`config.mk`:
```
export PLATFORM = sky130hd
export DESIGN_NAME = fifo_sync_ctrl
export DESIGN_NICKNAME = d
export VERILOG_FILES = /design/src/rtl/fifo_sync_ctrl.sv
export SDC_FILE = /design/constraint.sdc
export NUM_CORES = 1
export LEC_CHECK = 0
export BUFFER_PORTS_ARGS = -buffer_cell sky130_fd_sc_hd__buf_2
export CAP_MARGIN = 20
export CORE_ASPECT_RATIO = 1.1
export CORE_MARGIN = 10
export CORE_UTILIZATION = 38
export DETAILED_ROUTE_END_ITERATION = 6
export HOLD_SLACK_MARGIN = 0.03
export PLACE_DENSITY_LB_ADDON = 0.1
export SKIP_LAST_GASP = 1
export SYNTH_ARGS = -nofsm -noshare
export SYNTH_HDL_FRONTEND = slang
export SYNTH_SLANG_ARGS = --single-unit
```
`constraint.sdc`:
```
create_clock -name aclk_i -period 2.4 [get_ports aclk_i]
set_clock_uncertainty 0.05 [all_clocks]
set_input_delay 0.48 -clock aclk_i [delete_from_list [all_inputs] [get_ports aclk_i]]
set_output_delay 0.48 -clock aclk_i [all_outputs]
set_load 0.005 [all_outputs]
```
`src/rtl/fifo_sync_ctrl.sv`:
```
// Single-clock FIFO controller driving a registered-read fifomem.
// The memory read register serves as the output stage, so the consumer sees fall-through timing.
module fifo_sync_ctrl #(
  parameter int unsigned DATASIZE         = 8,
  parameter int unsigned ADDRSIZE         = 4,
  parameter int unsigned ALMOST_FULL_LVL  = 14,
  parameter int unsigned ALMOST_EMPTY_LVL = 2
) (
  input  logic                aclk_i,
  input  logic                srst_i,
  input  logic                flush_i,
  input  logic                wr_valid_i,
  output logic                wr_ready_o,
  input  logic [DATASIZE-1:0] wr_data_i,
  output logic                rd_valid_o,
  input  logic                rd_ready_i,
  output logic [DATASIZE-1:0] rd_data_o,
  output logic [ADDRSIZE:0]   level_o,
  output logic                almost_full_o,
  output logic                almost_empty_o,
  output logic                mem_wclken_o,
  output logic [ADDRSIZE-1:0] mem_waddr_o,
  output logic [DATASIZE-1:0] mem_wdata_o,
  output logic                mem_wfull_o,
  output logic                mem_rclken_o,
  output logic [ADDRSIZE-1:0] mem_raddr_o,
  input  logic [DATASIZE-1:0] mem_rdata_i
);

  localparam logic [0:0] OutEmpty = 1'b0;
  localparam logic [0:0] OutValid = 1'b1;

  logic [ADDRSIZE:0] wptr_q, wptr_d;
  logic [ADDRSIZE:0] rptr_q, rptr_d;
  logic [ADDRSIZE:0] ram_cnt;
  logic [0:0]        out_state_q, out_state_d;
  logic              ram_full, ram_empty;
  logic              wr_fire, rd_fire, rd_issue, clr;

  assign clr       = srst_i | flush_i;
  assign ram_full  = (wptr_q[ADDRSIZE] != rptr_q[ADDRSIZE]) &&
                     (wptr_q[ADDRSIZE-1:0] == rptr_q[ADDRSIZE-1:0]);
  assign ram_empty = (wptr_q == rptr_q);
  assign ram_cnt   = wptr_q - rptr_q;

  assign wr_ready_o = ~ram_full;
  assign rd_valid_o = (out_state_q == OutValid);
  assign wr_fire    = wr_valid_i & wr_ready_o;
  assign rd_fire    = rd_valid_o & rd_ready_i;
  // Refill the output register whenever it is empty or being drained this cycle.
  assign rd_issue   = ~ram_empty & (~rd_valid_o | rd_fire);

  assign mem_wclken_o = wr_fire & ~clr;
  assign mem_rclken_o = rd_issue & ~clr;
  assign mem_waddr_o  = wptr_q[ADDRSIZE-1:0];
  assign mem_raddr_o  = rptr_q[ADDRSIZE-1:0];
  assign mem_wdata_o  = wr_data_i;
  assign mem_wfull_o  = ram_full;
  assign rd_data_o    = mem_rdata_i;

  assign level_o        = ram_cnt + {{ADDRSIZE{1'b0}}, rd_valid_o};
  assign almost_full_o  = (32'(level_o) >= ALMOST_FULL_LVL);
  assign almost_empty_o = (32'(level_o) <= ALMOST_EMPTY_LVL);

  always_comb begin
    wptr_d      = wptr_q;
    rptr_d      = rptr_q;
    out_state_d = out_state_q;
    if (flush_i) begin
      wptr_d      = '0;
      rptr_d      = '0;
      out_state_d = OutEmpty;
    end else begin
      if (wr_fire) begin
        wptr_d = wptr_q + 1'b1;
      end
      if (rd_issue) begin
        rptr_d      = rptr_q + 1'b1;
        out_state_d = OutValid;
      end else if (rd_fire) begin
        out_state_d = OutEmpty;
      end
    end
  end

  always_ff @(posedge aclk_i) begin
    if (srst_i) begin
      wptr_q      <= '0;
      rptr_q      <= '0;
      out_state_q <= OutEmpty;
    end else begin
      wptr_q      <= wptr_d;
      rptr_q      <= rptr_d;
      out_state_q <= out_state_d;
    end
  end

endmodule
```
==> results of run 1 <==
## worst max path at each step
stage	to	from
after floorplan	almost_empty_o	wptr_q[0]
after global placement	almost_empty_o	wptr_q[0]
after detailed placement	almost_empty_o	wptr_q[0]
after CTS	almost_empty_o	wptr_q[0]
after global routing	almost_empty_o	wptr_q[0]
final	almost_empty_o	wptr_q[0]
## per-layer routing
| metal | share of wire [%] | track usage [%] | up-vias | wire length, um |
|---|---|---|---|---|
| met3 | 9.4 | 3.27 | 18 | 206 |
| li1 | - | - | 369 | - |
| met4 | 2.5 | 5.71 | 0 | 55 |
| met2 | 48 | 14.6 | 18 | 1050 |
| met5 | 0 | 0 | - | 0 |
| met1 | 40 | 9.56 | 328 | 868 |
## sequential cells by signal (all words and copies together), names as in the netlist
register	cells
wptr_q	5
rd_valid_o	1
rptr_q	5
## cells by family after synthesis
kind of cell	share of synthesized area, %
XOR/XNOR	11.3
adder cells (fa/ha/maj)	15.8
buffers and inverters	22.9
multiplexers	2.18
flip-flops	23.9
AO/OA/AOI/OAI	12.9
AND/OR/NAND/NOR	11.0
## worst max-delay path, stage by stage (launching register included)
cell and delay [ns]:
dfxtp_2 0.34, inv_2 0.05, ha_4 0.26, inv_2 0.04, ha_4 0.15, fa_2 0.35
a21o_1 0.20, a21oi_2 0.17, xnor2_2 0.11, a2111oi_2 0.20, buf_2 0.17
## through the flow
step / util, % / power [mW] / hold WS (ns)
after global routing: 50.9 / 0.473 / 0.546
after CTS: 48.9 / 0.444 / 0.508
after detailed placement: 45.6 / 0.299 / 0.498
after global placement: 45.6 / 0.297 / 0.482
final: 50.9 / 0.441 / 0.504
after floorplan: - / 0.281 / 0.432
## report_power, final
part	switching [mW]	internal, mW
logic	0.0583	0.0666
clock network	0.0628	0.0642
registers	0.00303	0.186
total	0.124	0.317
## final cells by class
| cell class | count | area (um^2) | area share (%) |
|---|---|---|---|
| clock buffers | 4 | 26.3 | 2.27 |
| flip-flops and latches | 11 | 224 | 19.3 |
| repair buffers | 41 | 248 | 21.4 |
| inverters | 7 | 26.3 | 2.27 |
| multi-input cells | 63 | 597 | 51.5 |
| well taps | 30 | 37.5 | 3.24 |
## Yosys cell counts, types with 3 or more instances
cell	instances	share of area (%)
buf_4	24	20
dfxtp_1	11	24
ha_1	10	14
nor2_1	10	4.1
inv_1	7	2.9
a21oi_1	6	3.3
xnor2_1	6	5.7
o21ai_0	4	2.2
xor2_1	4	3.8
or3_1	3	2.0
## timing repair
action | in CTS | in global routing
pin swaps | 9 | 4
setup endpoints to repair | 9 | 9
endpoints found under the hold margin | 0 | 0
resized for setup | 3 | 7
buffers inserted | 4 | 1
==> results by group, run 1 <==
Drt
  – Via density: between 4 and 5
  – Final wirelength: 2.18 mm
  – Post-DR wirelength/cell: about 14 um
  – DRC viols: 0
  – Drt initial violations: 23
  – Vias: ~730
  – Pre-antenna DRT Iters: 4
  – Post-route ant nets: 0

CTS
  – TritonCTS clock tree: built
  – Clk root buf: clkbuf_4
  – Worst-case clock buffer depth: 2
  – Clk_lat worst skew: between 0.2 and 0.3 ns
  – Clock Pin Slew Worst Setup and Hold Paths: approximately 0.070 ns
  – CTS buffer count: 3
  – TritonCTS Sinks: 11
  – Cts hold-fix bufs: 0
  – Max H-tree Level: 1

Finish
  – Non-filler cells, final: about 160
  – Most frequent cells in the layout: buf_2 (24), buf_4 (17), nor2_1 (10)
  – Finished Cell Area: around 1200 um^2
  – P&R area growth vs syn: 26.0%
  – Fillers: roughly 230
  – Nets: approximately 160
  – Antenna Cells: 0
  – Commonest non-fill, non-tap cell in the layout: buf_2
  – Layout cells sized above 1: between 50% and 60%

Place
  – Hpwl dp: 1.72 mm
  – Port bufs: 24
  – Post-DP Area: ~1000 um^2
  – Pre-CTS setup slack: -0.192 ns
  – Placed Instances: about 150
  – GPL Wtd Cong: about 0.69

Floorplan
  – Starting density of the core: between 40 and 50%
  – Vert. Die Dim: between 70 and 80 um
  – Core Box Area: between 2000 and 2500 um^2
  – DIE AREA: about 4800 um^2
  – Chip width: roughly 67 um
  – FP Rows: 18
  – Io pins: 57

Setup path
  – Crit path DAT: approximately 2.3 ns
  – Crit path max fanout: 3
  – Nature of the critical path startpoint: register
  – WP data required: approximately 1.9 ns
  – Worst Path Class, Setup: register to output pin
  – R2r worst-path depth: 8
  – Flop2flop setup slack: 0.55 ns
  – Worst R2R End: wptr_q[4]
  – R2R Path Start: rptr_q[1]
  – CP endpoint kind: output pin

Job
  – Max-cap violations: 0

Power
  – Worst vdd ir: 326 uV
  – P per Cell Area: approximately 380 nW/um^2
  – Lkg Pwr: 0.542 nW

Global routing
  – Initial antenna violation count: 0
  – Gr ovfl total: 0
  – First-pass GRT wire length: between 3 and 4 mm
  – Largest net degree at the start of global routing: 14
  – Vias in the first global route: around 800
  – Gr usage total: 8.99%

Yosys
  – Number of synthesized flops with an enable pin: 0
  – Synthesis-stage register bit count: 11
  – Post-synthesis cell count: roughly 110
  – Mapped Avg Cell Area: ~8.7 um^2
  – Ys flop type: dfxtp_1
  – Syn Nets: ~140
  – Post-Syn Area: about 900 um^2
  – FFs w/ async S/R, synth: 0%
  – Distinct cells, synth: 27
  – Yosys Warn Count: 0
  – Sequential area share after synthesis: 23.9%

Min path
  – HP Class: register to register
  – Hold path startpoint: wptr_q[4]
  – Hold Path Stages: 2
  – Hold path endpoint: wptr_q[4]

Timing
  – PnR worst setup slack: -0.414 ns
  – Setup violators final: 4
  – Worst-Margin Slew: 0.303 ns
  – Hold Fails Final Rpt: 0
  – Minimum clock period: 2.81 ns
  – Setup TNS: -1.09 ns
  – Max Clk Rate: approximately 360 MHz
  – Max Slew Vio Count: 0
  – Max-slew headroom: between 70% and 80%
  – Fin crit share: 117%
  – RSZ-0062 raised after global routing: yes

Status
  – Outcome: finished, violations left
  – Failing checks: negative setup slack
Power figures use the tool's default switching activity.
==> run 2, diff against run 1 <==
--- a/config.mk
+++ b/config.mk
@@ -5,7 +5,7 @@
 export SDC_FILE = /design/constraint.sdc
 export NUM_CORES = 1
 export LEC_CHECK = 0
-export BUFFER_PORTS_ARGS = -buffer_cell sky130_fd_sc_hd__buf_2
+export BUFFER_PORTS_ARGS = -buffer_cell sky130_fd_sc_hd__buf_4
 export CAP_MARGIN = 20
 export CORE_ASPECT_RATIO = 1.1
 export CORE_MARGIN = 10
==> constraint.sdc (replaced) <==
create_clock -name aclk_i -period 2.55 [get_ports aclk_i]
set_clock_uncertainty 0.05 [all_clocks]
set_input_delay 0.51 -clock aclk_i [delete_from_list [all_inputs] [get_ports aclk_i]]
set_output_delay 0.51 -clock aclk_i [all_outputs]
set_load 0.005 [all_outputs]
==> results by group, run 2 (same netlist as run 1, synthesis figures left out) <==
Timing
  – Fin crit share: 112%
  – Max Clk Rate: 351 MHz
  – Max-slew headroom: 79.6% (was 79.8%)
  – Max Slew Vio Count: 0 (unchanged)
  – Worst-Margin Slew: 0.305 ns (was 0.303 ns)
  – Setup TNS: -0.845 ns (was -1.09 ns)
  – PnR worst setup slack: -0.301 ns (was -0.414 ns)
  – Hold Fails Final Rpt: 0 (unchanged)
  – Setup violators final: 3 (was 4)
  – RSZ-0062 raised after global routing: yes (unchanged)
  – Minimum clock period: approximately 2.9 ns

Setup path
  – Worst Path Class, Setup: register to output pin (unchanged)
  – Crit path max fanout: 3 (unchanged)
  – CP endpoint kind: output pin (unchanged)
  – Slowest CP cell: fa_2 (unchanged)
  – WP data required: 1.99 ns (was 1.87 ns)
  – CP Cell Sequence: inv_2 -> ha_4 -> inv_2 -> ha_4 -> fa_2 -> a21o_1 -> a21oi_2 -> xnor2_2 -> a2111oi_2 -> buf_4 (was inv_2 -> ha_4 -> inv_2 -> ha_4 -> fa_2 -> a21o_1 -> a21oi_2 -> xnor2_2 -> a2111oi_2 -> buf_2)
  – Crit path DAT: 2.29 ns (was 2.28 ns)
  – Flop2flop setup slack: 0.56 ns (was 0.55 ns)
  – Nature of the critical path startpoint: register (unchanged)
  – Max incr delay on CP: 0.36 ns (was 0.35 ns)

Global routing
  – Gr ovfl total: 0 (unchanged)
  – Initial antenna violation count: 0 (unchanged)
  – First-pass GRT wire length: 3.51 mm (was 3.45 mm)
  – Vias in the first global route: 701 (was 797)
  – Layer with the highest usage: met2 (unchanged)
  – Met3 usage: 4.67% (was 3.27%)
  – Largest net degree at the start of global routing: 14 (unchanged)
  – GR met1 Demand/Resource: 10.0% (was 9.56%)
  – Met2 usage: 13.9% (was 14.6%)
  – Gr usage total: 9.16% (was 8.99%)

Place
  – Port bufs: 24 (unchanged)
  – Hpwl dp: 1.77 mm (was 1.72 mm)
  – Placed Instances: 145 (was 148)
  – GPL Wtd Cong: 0.712 (was 0.688)

Finish
  – Nets: 158 (was 159)
  – Most frequent cells in the layout: buf_4 (38), nor2_1 (10), dfxtp_1 (10) (was buf_2 (24), buf_4 (17), nor2_1 (10))
  – Layout cells sized above 1: 48.8% (was 51.6%)
  – Non-filler cells, final: 155 (was 156)
  – Commonest non-fill, non-tap cell in the layout: buf_4 (was buf_2)
  – P&R area growth vs syn: 28.8% (was 26.0%)
  – Antenna Cells: 0 (unchanged)
  – Post-layout util: 52.1% (was 50.9%)

Status
  – Failing checks: negative setup slack (unchanged)
  – Outcome: finished, violations left (unchanged)

Drt
  – Drt initial violations: 16 (was 23)
  – Post-route ant nets: 0 (unchanged)
  – Post-DR wirelength/cell: 14.3 um (was 14.0 um)
  – DRC viols: 0 (unchanged)
  – Final wirelength: 2.21 mm (was 2.18 mm)
  – Via density: 4.68 (was 4.70)
  – Pre-antenna DRT Iters: 2 (was 4)
  – Vias: 725 (was 733)

Power
  – Pwr Total: 430 uW (was 441 uW)
  – Worst vdd ir: 314 uV (was 326 uV)
  – P per Cell Area: 363 nW/um^2 (was 380 nW/um^2)
  – Lkg Pwr: 0.541 nW (was 0.542 nW)

CTS
  – TritonCTS Sinks: 11 (unchanged)
  – CTS buffer count: 3 (unchanged)
  – Max H-tree Level: 1 (unchanged)
  – Clock Pin Slew Worst Setup and Hold Paths: 0.08 ns (was 0.07 ns)
  – Clk_lat worst skew: 0.26 ns (about the same)
  – TritonCTS clock tree: built (unchanged)
  – Clk root buf: clkbuf_4 (unchanged)
  – Worst-case clock buffer depth: 2 (unchanged)

Floorplan
  – Core Box Area: 2270 um^2 (unchanged)
  – Io pins: 57 (unchanged)
  – Chip width: 66.9 um (unchanged)
  – Starting density of the core: 40.4% (unchanged)
  – Vert. Die Dim: 71.6 um (unchanged)
  – FP Rows: 18 (unchanged)
  – DIE AREA: 4790 um^2 (unchanged)

Min path
  – HP Class: register to register (unchanged)

Job
  – Max-cap violations: 0 (unchanged)
==> run 2: per-layer routing <==
metal | vias up | part of all wire, % | wire, um
met5 | - | 0 | 0
met4 | 0 | 1.9 | 42
met3 | 10 | 12 | 255
met2 | 30 | 46 | 1010
met1 | 315 | 41 | 896
li1 | 370 | - | -
==> run 2: power by group <==
part / internal (mW) / leakage [nW] / switching (mW)
logic: 0.0772 / 0.437 / 0.0552
registers: 0.175 / 0.0893 / 0.00322
clock network: 0.0604 / 0.0150 / 0.0595
total: 0.312 / 0.541 / 0.118
==> run 2: final cells by class <==
cell class,count,area (um^2)
repair buffers,40,308
clock buffers,4,26.3
multi-input cells,63,566
inverters,7,26.3
well taps,30,37.5
flip-flops and latches,11,221
fillers,228,1090
==> run 2: critical path, delay by kind of cell, from the launching register on <==
family	cells	cell delay [ns]
xor gates and xnor gates	1	0.11
AOI/OAI and AO/OA	3	0.55
DFF	1	0.34
adders and majority gates	3	0.78
buffers and inverters	3	0.26
==> run 2: timing repair <==
action | CTS | global route
hold buffers | 0 | 0
pin swaps | 6 | 1
endpoints found under the setup margin | 5 | 6
endpoints found under the hold margin | 0 | 0
resized for setup | 11 | 1
buffers inserted | 2 | 4
==> run 2: worst paths after layout <==
check / endpoint / cells after the start / startpoint
worst max-delay path: almost_empty_o / 10 / wptr_q[0]
worst min-delay path: rptr_q[3] / 2 / rptr_q[3]
worst max register to register: rptr_q[4] / 8 / rptr_q[0]
worst min register to register: rptr_q[3] / 2 / rptr_q[3]
==> run 2: through the flow <==
stage,worst slack [ns],area [um^2],hold WS [ns]
5_1_grt,-0.443,1180,0.520
4_1_cts,-0.320,1150,0.485
3_5_place_dp,-0.157,1050,0.476
3_3_place_gp,-0.0998,1050,0.463
6_report,-0.301,1180,0.477
2_1_floorplan,0.00507,941,0.432
==> run 3, diff against run 2 <==
--- a/config.mk
+++ b/config.mk
@@ -13,6 +13,7 @@
 export DETAILED_ROUTE_END_ITERATION = 6
 export HOLD_SLACK_MARGIN = 0.03
 export PLACE_DENSITY_LB_ADDON = 0.1
+export SETUP_SLACK_MARGIN = 0.05
 export SKIP_LAST_GASP = 1
 export SYNTH_ARGS = -nofsm -noshare
 export SYNTH_HDL_FRONTEND = slang
==> results by group, run 3 (same netlist as run 1, synthesis figures left out) <==
Status
  – Outcome: finished, violations left (unchanged)
  – Failing checks: negative setup slack (unchanged)

Timing
  – Fin crit share: 110% (was 112%)
  – Hold Fails Final Rpt: 0 (unchanged)
  – Max Clk Rate: 356 MHz (was 351 MHz)
  – Minimum clock period: 2.81 ns (was 2.85 ns)
  – RSZ-0062 raised after global routing: yes (unchanged)
  – Final hold slack: 0.510 ns (was 0.477 ns)
  – Max-slew headroom: 76.2% (was 79.6%)
  – Setup TNS: -0.584 ns (was -0.845 ns)
  – Max Slew Vio Count: 0 (unchanged)
  – Setup violators final: 3 (unchanged)
  – PnR worst setup slack: -0.260 ns (was -0.301 ns)
  – Worst-Margin Slew: 0.355 ns (was 0.305 ns)

Setup path
  – Crit path max fanout: 3 (unchanged)
  – Crit path DAT: 2.25 ns (was 2.29 ns)
  – Nature of the critical path startpoint: register (unchanged)
  – Worst Path Class, Setup: register to output pin (unchanged)
  – Max incr delay on CP: 0.34 ns (was 0.36 ns)
  – CP endpoint kind: output pin (unchanged)
  – Slowest CP cell: dfxtp_2 (was fa_2)
  – Flop2flop setup slack: 0.71 ns (was 0.56 ns)
  – CP Cell Sequence: inv_2 -> ha_4 -> inv_2 -> ha_4 -> fa_2 -> a21o_1 -> a21oi_2 -> xnor2_2 -> a2111oi_2 -> buf_4 (unchanged)
  – WP data required: 1.99 ns (about the same)

Drt
  – Via density: 4.65 (was 4.68)
  – Post-DR wirelength/cell: 13.6 um (was 14.3 um)
  – Final wirelength: 2.04 mm (was 2.21 mm)
  – Post-route ant nets: 0 (unchanged)
  – DRC viols: 0 (unchanged)
  – Pre-antenna DRT Iters: 4 (was 2)
  – Drt initial violations: 14 (was 16)
  – Vias: 697 (was 725)

Finish
  – Non-filler cells, final: 150 (was 155)
  – Commonest non-fill, non-tap cell in the layout: buf_4 (unchanged)
  – Most frequent cells in the layout: buf_4 (33), nor2_1 (10), dfxtp_1 (10) (was buf_4 (38), nor2_1 (10), dfxtp_1 (10))
  – Nets: 153 (was 158)
  – P&R area growth vs syn: 26.1% (was 28.8%)
  – Fillers: 222 (was 228)
  – Finished Cell Area: 1160 um^2 (was 1180 um^2)
  – Antenna Cells: 0 (unchanged)
  – Post-layout util: 51.0% (was 52.1%)
  – Layout cells sized above 1: 47.5% (was 48.8%)

CTS
  – Cts hold-fix bufs: 0 (unchanged)
  – CTS buffer count: 3 (unchanged)
  – Clock Pin Slew Worst Setup and Hold Paths: 0.08 ns (about the same)
  – Max H-tree Level: 1 (unchanged)
  – Clk root buf: clkbuf_4 (unchanged)
  – TritonCTS clock tree: built (unchanged)
  – Clk_lat worst skew: 0.27 ns (was 0.26 ns)
  – Worst-case clock buffer depth: 2 (unchanged)
  – TritonCTS Sinks: 11 (unchanged)

Global routing
  – Initial antenna violation count: 0 (unchanged)
  – Vias in the first global route: 695 (was 701)
  – Largest net degree at the start of global routing: 14 (unchanged)
  – First-pass GRT wire length: 3.25 mm (was 3.51 mm)
  – Gr usage total: 8.63% (was 9.16%)
  – Gr ovfl total: 0 (unchanged)

Place
  – Pre-CTS setup slack: -0.107 ns (was -0.157 ns)
  – GPL Wtd Cong: 0.710 (was 0.712)
  – Placed Instances: 145 (unchanged)
  – Hpwl dp: 1.66 mm (was 1.77 mm)
  – Port bufs: 24 (unchanged)
  – Post-DP Area: 1060 um^2 (was 1050 um^2)

Floorplan
  – Io pins: 57 (unchanged)
  – Chip width: 66.9 um (unchanged)
  – FP Rows: 18 (unchanged)
  – Starting density of the core: 40.4% (unchanged)
  – Core Box Area: 2270 um^2 (unchanged)
  – Vert. Die Dim: 71.6 um (unchanged)
  – DIE AREA: 4790 um^2 (unchanged)

Power
  – Flop pwr share: 42.4% (was 41.4%)
  – Worst vdd ir: 217 uV (was 314 uV)
  – Sw Ratio: 28.9% (was 27.4%)
  – Portion of total power attributed to the clock network: 29.6% (was 27.9%)
  – Pwr Total: 420 uW (was 430 uW)
  – Lkg Pwr: 0.521 nW (was 0.541 nW)
  – Gate power share: 28.0% (was 30.8%)
  – Int Pwr: 298 uW (was 312 uW)
  – Psw: 121 uW (was 118 uW)
  – P per Cell Area: 362 nW/um^2 (was 363 nW/um^2)

Min path
  – HP Class: register to register (unchanged)

Job
  – Max-cap violations: 0 (unchanged)
[run 3: changes by cell type in the layout (fill, tap and decap cells not counted)]
| cell | change |
|---|---|
| clkinv_2 | +1 |
| buf_4 | -5 |
| clkbuf_1 | -1 |
| xor2_4 | +1 |
| xor2_2 | -1 |
[run 3: metal layers]
layer  track usage [%]  routed length (um)
met1              9.03                 829
met4              3.42                  21
met5                 0                   0
met2              13.8                 986
met3              4.98                 202
[run 3: power by group through the flow]
stage	sequential [mW]	combinational, mW	clock, mW
2_1_floorplan	0.182	0.0792	0
3_3_place_gp	0.182	0.107	0
3_5_place_dp	0.181	0.108	0
4_1_cts	0.178	0.117	0.131
5_1_grt	0.178	0.131	0.140
6_report	0.178	0.118	0.124
[run 3: worst max-delay path: cells and delay by family, from the launching register on]
family,cells,cell delay [ns]
fa+ha+maj,3,0.74
compound gates,3,0.55
flops,1,0.34
buf+inv,3,0.25
xor+xnor,1,0.09
[run 3: worst paths after layout]
kind / startpoint / end / cells after the start
max reg2reg: rptr_q[2] / wptr_q[1] / 7
max: wptr_q[0] / almost_empty_o / 10
min reg2reg: rptr_q[4] / rptr_q[4] / 2
min: rptr_q[4] / rptr_q[4] / 2
[run 3: repair_timing]
| action | in CTS | in global routing |
|---|---|---|
| setup buffers | 0 | 1 |
| endpoints found under the setup margin | 5 | 7 |
| gates resized for setup | 7 | 3 |
| hold endpoints to repair | 0 | 0 |
| pin swaps | 7 | 2 |
[run 3: layout make-up]
class | instances | area (um^2) | share of cell area (%)
Multi-Input combinational cell | 63 | 577 | 49.7
Inverter | 7 | 26.3 | 2.27
Clock inverter | 1 | 5.00 | 0.432
Clock buffer | 3 | 22.5 | 1.94
Tap cell | 30 | 37.5 | 3.24
Timing Repair Buffer | 35 | 270 | 23.3
Sequential cell | 11 | 221 | 19.1
